## src/rtl/io_reset_conditioner_pkg.sv

```systemverilog
// Shared definitions for io_reset_conditioner: one-hot reset-FSM encoding and counter sizing.
package io_cond_pkg;

  localparam int ST_POR  = 0;
  localparam int ST_HOLD = 1;
  localparam int ST_RUN  = 2;

  typedef enum logic [2:0] {
    S_POR  = 3'b001,
    S_HOLD = 3'b010,
    S_RUN  = 3'b100
  } state_e;

  // Width of a counter that must reach n-1 without wrapping.
  function automatic int ctr_width(input int n);
    return (n < 2) ? 1 : $clog2(n);
  endfunction

endpackage

```

## src/rtl/io_reset_conditioner_sync_chain.sv

```systemverilog
// sync_chain: STAGES-deep flop chain bringing WIDTH asynchronous bits into the clk domain.
module sync_chain #(
  parameter int               WIDTH     = 1,
  parameter int               STAGES    = 2,
  parameter logic [WIDTH-1:0] RESET_VAL = {WIDTH{1'b0}}
) (
  input  logic             clk,
  input  logic             reset,
  input  logic [WIDTH-1:0] d,
  output logic [WIDTH-1:0] q
);

  logic [STAGES-1:0][WIDTH-1:0] r_stage = {STAGES{RESET_VAL}};

  always_ff @(posedge clk) begin
    if (reset) begin
      r_stage <= {STAGES{RESET_VAL}};
    end else begin
      r_stage <= {r_stage[STAGES-2:0], d};
    end
  end

  assign q = r_stage[STAGES-1];

endmodule

```

## src/rtl/io_reset_conditioner.sv

```systemverilog
// io_reset_conditioner: input synchronisers, button debounce and POR/button reset sequencer.
// Optional macro IO_COND_EDGE_EN builds the rise/fall detectors; otherwise they are tied low.
module io_reset_conditioner
  import io_cond_pkg::*;
#(
  parameter int                NUM_IN          = 2,
  parameter int                SYNC_STAGES     = 2,
  parameter logic [NUM_IN-1:0] SYNC_RESET_VAL  = {NUM_IN{1'b1}},
  parameter int                BTN_ACTIVE_LOW  = 1,
  parameter int                DEBOUNCE_CYCLES = 16,
  parameter int                POR_CYCLES      = 4,
  parameter int                HOLD_CYCLES     = 8
) (
  input  logic              clk,
  input  logic              reset,
  input  logic              btn_ext,
  input  logic [NUM_IN-1:0] async_in,
  output logic [NUM_IN-1:0] sync_out,
  output logic [NUM_IN-1:0] rise,
  output logic [NUM_IN-1:0] fall,
  output logic              btn_pressed,
  output logic              por_done,
  output logic              sys_resetn
);

  localparam logic BTN_REL = (BTN_ACTIVE_LOW != 0) ? 1'b1 : 1'b0;
  localparam int   DB_W    = ctr_width(DEBOUNCE_CYCLES);
  localparam int   FSM_W   = ctr_width((POR_CYCLES > HOLD_CYCLES) ? POR_CYCLES : HOLD_CYCLES);
  localparam logic [DB_W-1:0]  DB_LAST   = DB_W'(DEBOUNCE_CYCLES - 1);
  localparam logic [FSM_W-1:0] POR_LAST  = FSM_W'(POR_CYCLES - 1);
  localparam logic [FSM_W-1:0] HOLD_LAST = FSM_W'(HOLD_CYCLES - 1);

  logic [NUM_IN-1:0] w_sync;
  logic              w_btn_sync;
  logic              w_raw;

  logic              r_btn_stable = 1'b0;
  logic [DB_W-1:0]   r_db_cnt     = {DB_W{1'b0}};
  state_e            r_state      = S_POR;
  logic [FSM_W-1:0]  r_cnt        = {FSM_W{1'b0}};
  state_e            w_state_nxt;
  logic [FSM_W-1:0]  w_cnt_nxt;

  sync_chain #(
    .WIDTH     (NUM_IN),
    .STAGES    (SYNC_STAGES),
    .RESET_VAL (SYNC_RESET_VAL)
  ) u_sync_in (
    .clk   (clk),
    .reset (reset),
    .d     (async_in),
    .q     (w_sync)
  );

  sync_chain #(
    .WIDTH     (1),
    .STAGES    (SYNC_STAGES),
    .RESET_VAL (BTN_REL)
  ) u_sync_btn (
    .clk   (clk),
    .reset (reset),
    .d     (btn_ext),
    .q     (w_btn_sync)
  );

  assign sync_out = w_sync;

`ifdef IO_COND_EDGE_EN
  logic [NUM_IN-1:0] r_prev = SYNC_RESET_VAL;

  always_ff @(posedge clk) begin
    if (reset) begin
      r_prev <= SYNC_RESET_VAL;
    end else begin
      r_prev <= w_sync;
    end
  end

  assign rise = w_sync & ~r_prev & {NUM_IN{~reset}};
  assign fall = ~w_sync & r_prev & {NUM_IN{~reset}};
`else
  assign rise = {NUM_IN{1'b0}};
  assign fall = {NUM_IN{1'b0}};
`endif

  // Normalised to 1 = pressed; the stable level flips after DEBOUNCE_CYCLES disagreeing samples.
  assign w_raw = w_btn_sync ^ BTN_REL;

  always_ff @(posedge clk) begin
    if (reset) begin
      r_btn_stable <= 1'b0;
      r_db_cnt     <= {DB_W{1'b0}};
    end else if (w_raw != r_btn_stable) begin
      if (r_db_cnt == DB_LAST) begin
        r_btn_stable <= w_raw;
        r_db_cnt     <= {DB_W{1'b0}};
      end else begin
        r_db_cnt     <= r_db_cnt + 1'b1;
      end
    end else begin
      r_db_cnt <= {DB_W{1'b0}};
    end
  end

  always_ff @(posedge clk) begin
    if (reset) begin
      r_state <= S_POR;
      r_cnt   <= {FSM_W{1'b0}};
    end else begin
      r_state <= w_state_nxt;
      r_cnt   <= w_cnt_nxt;
    end
  end

  // A press during HOLD restarts the hold window, even on its terminal count.
  always_comb begin
    w_state_nxt = r_state;
    w_cnt_nxt   = r_cnt;
    case (r_state)
      S_POR: begin
        if (r_cnt == POR_LAST) begin
          w_state_nxt = S_HOLD;
          w_cnt_nxt   = {FSM_W{1'b0}};
        end else begin
          w_cnt_nxt   = r_cnt + 1'b1;
        end
      end
      S_HOLD: begin
        if (r_btn_stable) begin
          w_cnt_nxt   = {FSM_W{1'b0}};
        end else if (r_cnt == HOLD_LAST) begin
          w_state_nxt = S_RUN;
          w_cnt_nxt   = {FSM_W{1'b0}};
        end else begin
          w_cnt_nxt   = r_cnt + 1'b1;
        end
      end
      S_RUN: begin
        if (r_btn_stable) begin
          w_state_nxt = S_HOLD;
          w_cnt_nxt   = {FSM_W{1'b0}};
        end else begin
          w_cnt_nxt   = {FSM_W{1'b0}};
        end
      end
      default: begin
        w_state_nxt = S_POR;
        w_cnt_nxt   = {FSM_W{1'b0}};
      end
    endcase
  end

  assign btn_pressed = r_btn_stable;
  assign por_done    = r_state[ST_HOLD] | r_state[ST_RUN];
  assign sys_resetn  = r_state[ST_RUN];

endmodule

```

## config.mk

```make
export PLATFORM = sky130hd
export DESIGN_NAME = io_reset_conditioner
export DESIGN_NICKNAME = d
export VERILOG_FILES = /design/src/rtl/io_reset_conditioner_pkg.sv /design/src/rtl/io_reset_conditioner_sync_chain.sv /design/src/rtl/io_reset_conditioner.sv
export SDC_FILE = /design/constraint.sdc
export NUM_CORES = 1
export LEC_CHECK = 0
export CAP_MARGIN = 5
export CORE_MARGIN = 2
export CORE_UTILIZATION = 40
export CTS_BUF_LIST = sky130_fd_sc_hd__clkbuf_8 sky130_fd_sc_hd__clkbuf_16
export DETAILED_ROUTE_END_ITERATION = 10
export GPL_ROUTABILITY_DRIVEN = 0
export PLACE_DENSITY = 0.72
export SLEW_MARGIN = 15
export SYNTH_ARGS = -nofsm -noshare
export SYNTH_HDL_FRONTEND = slang
export SYNTH_SLANG_ARGS = --single-unit
export TNS_END_PERCENT = 50
```

## constraint.sdc

```tcl
create_clock -name clk -period 1.6 [get_ports clk]
set_input_delay 0.32 -clock clk [delete_from_list [all_inputs] [get_ports clk]]
set_output_delay 0.32 -clock clk [all_outputs]
set_load 0.005 [all_outputs]
```

==> summary.txt <==
Run status
  • Status: finished, final reports clean

Detailed routing
  • Vias per cell: 4.57
  • Via count: 521
  • Drt drc: 0
  • Post-route ant nets: 0
  • Routed wire length: 1110 um
  • DRT Pass-1 Iters: 3
  • WL per Instance: 9.74 um
  • Starting DRT DRC Count: 7

Layout
  • Core Util, Final: 0.519
  • Fillers: 173
  • Non-filler cells, final: 114
  • Most frequent cells in the layout: dfxtp_1, or2_2, clkdlybuf4s50_1, inv_1, nor2_1
  • P&R area growth vs syn: 20.3%
  • ANT cells: 0
  • Multi-input combinational cell area: 360 um2
  • Layout cell share with drive strength beyond 1: 0.213
  • Final instance area: 906 um2
  • Commonest non-fill, non-tap cell in the layout: dfxtp_1
  • Reg area: 343 um2
  • Nets@finish: 99

Hold path
  • Cell depth of the worst hold path: 1
  • Worst Min Path Start: u_sync_in.r_stage[1]
  • WHS Endpoint: u_sync_in.q[1]
  • HP Class: reg -> reg

CTS
  • H-tree levels: 1
  • Clock Sinks: 17
  • Clock Tree Buf Depth: 2
  • CTS tree: done
  • Clock transition at the registers of the reported paths: 0.06 ns
  • CTS buffer count: 3
  • Root cell of the clock tree: clkbuf_8
  • Worst skew pair latency: 0.24 ns
  • Hold-fix buffers at CTS: 0

Floorplanning
  • Total core area: 0.00175 mm2
  • Die area: 0.00225 mm2
  • Effective utilization at floorplan: 0.432
  • Std-Cell Rows: 15
  • DIE HEIGHT: 47.4 um
  • IO Count: 14
  • Die width: 47.4 um

Synth
  • Mean post-synth cell area: 9.78 um2
  • Mapped Cells: 77
  • Sequential area share after synthesis: 0.452
  • Distinct cells, synth: 33
  • Synthesized cell area: 753 um2
  • Ys Warns: 0
  • Flops & latches, synth: 17

Timing
  • Period utilisation layout: 0.923
  • Skew final: 0.00232 ns
  • Final hold viol count: 0
  • Hold_ws: 0.408 ns
  • Final min period: 1.48 ns
  • Slew Viols, Final: 0
  • RSZ-0062 raised after global routing: no
  • Max frequency: 0.677 GHz
  • Setup TNS: 0 ns
  • Final setup fails: 0

Placement
  • Post-DP HPWL: 869 um
  • Placed Instances: 110
  • IO Port Bufs: 9
  • Placed instance area: 860 um2

Global route
  • Largest net degree at the start of global routing: 10
  • First-pass GRT wire length: 1880 um
  • Vias in the first global route: 482
  • Gr usage total: 0.122
  • Grt ovf: 0
  • Initial antenna violation count: 0

Setup path
  • Worst reg2reg path endpoint: r_state[2]
  • CP Max Fanout: 7
  • Reg2Reg Setup Slack: 0.32 ns
  • CP Cell Sequence: or2_2 > dlygate4sd2_1
  • Crit Path Class: reg -> out
  • CP Data Required Time: 1.28 ns
  • WP data arrival: 1.16 ns
  • RR Startpoint: r_cnt[0]
  • Setup crit end kind: primary output
  • CP delay by family, top: flip-flops
  • Critical path buffers and inverters: 1
  • CP Launch Type: flip-flop
  • Max incr delay on CP: 0.35 ns
  • Slowest-stage cell, CP: dfxtp_2
  • Worst-case reg-to-reg path depth: 4

Power and ir drop
  • LEAKAGE: 0.000383 uW
  • VDD IR max: 0.582 mV
  • Pwr dens: 927 mW/mm2

Flow run
  • Max cap viols: 0
stage by stage:
stage | total power, uW | worst slack, ns
after floorplan | 529 | 0.417
after global placement | 550 | 0.191
after detailed placement | 554 | 0.181
after CTS | 861 | 0.116
after global routing | 896 | 0.0795
final | 840 | 0.123
kinds of logic (layout without fill, tap and decap cells):
group,count (synthesis),after routing,synth area share
flops,17,17,0.452
fa+ha+maj,4,4,0.0664
xor+xnor,3,3,0.0349
compound gates,10,10,0.103
simple gates,31,31,0.254
buf+inv,11,20,0.0847
other cells,1,4,0.00498
per-layer routing:
metal / wire length, um / part of all wire / global-route usage
met3: 37 / 0.033 / 0.0346
met4: 5 / 0.0045 / 0.0778
met2: 547 / 0.49 / 0.184
met1: 519 / 0.47 / 0.151
met5: 0 / 0 / 0
worst reg2reg max path, delay by kind of cell, from the launching register on:
family                     cells  cell delay (ns)
adders and majority gates      1             0.20
and+or+nand+nor                2             0.32
AOI/OAI and AO/OA              1             0.28
DFF                            1             0.37
cell type report:
type | count | area share
Multi-Input combinational cell | 52 | 0.398
Clock inverter | 1 | 0.00414
Sequential cell | 17 | 0.378
Timing Repair Buffer | 12 | 0.123
Inverter | 4 | 0.0166
Tap cell | 25 | 0.0345
Clock buffer | 3 | 0.0456
worst max path at each step:
stage | startpoint | slack, ns | cells after the start | end
final | r_state[1] | 0.12 | 2 | por_done
after global routing | r_state[2] | 0.08 | 1 | sys_resetn
after detailed placement | r_state[2] | 0.18 | 2 | por_done
after CTS | r_state[1] | 0.12 | 2 | por_done
after floorplan | r_cnt[0] | 0.42 | 4 | r_state[2]
after global placement | r_state[2] | 0.19 | 2 | por_done
synth_stat cells, drive strengths merged:
cell | instances | area (um2)
and3 | 1 | 6.26
nand2b | 3 | 18.8
nand3b | 1 | 7.51
dfxtp | 17 | 340
a2111oi | 1 | 15.0
and3b | 1 | 8.76
o2111ai | 1 | 8.76
conb | 1 | 3.75
nor3b | 1 | 7.51
o31ai | 1 | 7.51
nand3 | 2 | 10.0
and4bb | 1 | 12.5
o21ai | 1 | 5.00
xnor2 | 1 | 8.76
or2b | 1 | 7.51
buf | 6 | 45.0
nor3 | 1 | 5.00
and2 | 1 | 6.26
clkbuf | 1 | 3.75
o21bai | 1 | 7.51
nor4 | 1 | 12.5
a21oi | 2 | 10.0
nor2b | 1 | 6.26
nor2 | 5 | 18.8
or2 | 9 | 56.3
a31oi | 1 | 6.26
xor2 | 2 | 17.5
inv | 4 | 15.0
o32a | 1 | 10.0
nand2 | 2 | 7.51
o21a | 1 | 7.51
ha | 4 | 50.1
state kept, by name, summed over array words and instances (netlist names):
name / count
btn_pressed: 1
r_state: 3
r_db_cnt: 4
u_sync_btn.q: 1
u_sync_in.q: 2
u_sync_in.r_stage: 2
r_cnt: 3
u_sync_btn.r_stage: 1
power breakdown:
group,leakage (uW),internal [uW],switching (uW)
sequential,0.000140,446,15.7
clock,0.0000269,170,127
combinational,0.000216,47.4,34.3
what timing repair did:
item	CTS	global route
setup buffers	0	0
gates resized for setup	3	0
setup endpoints to repair	1	0
(Power assumes the default switching activity.)
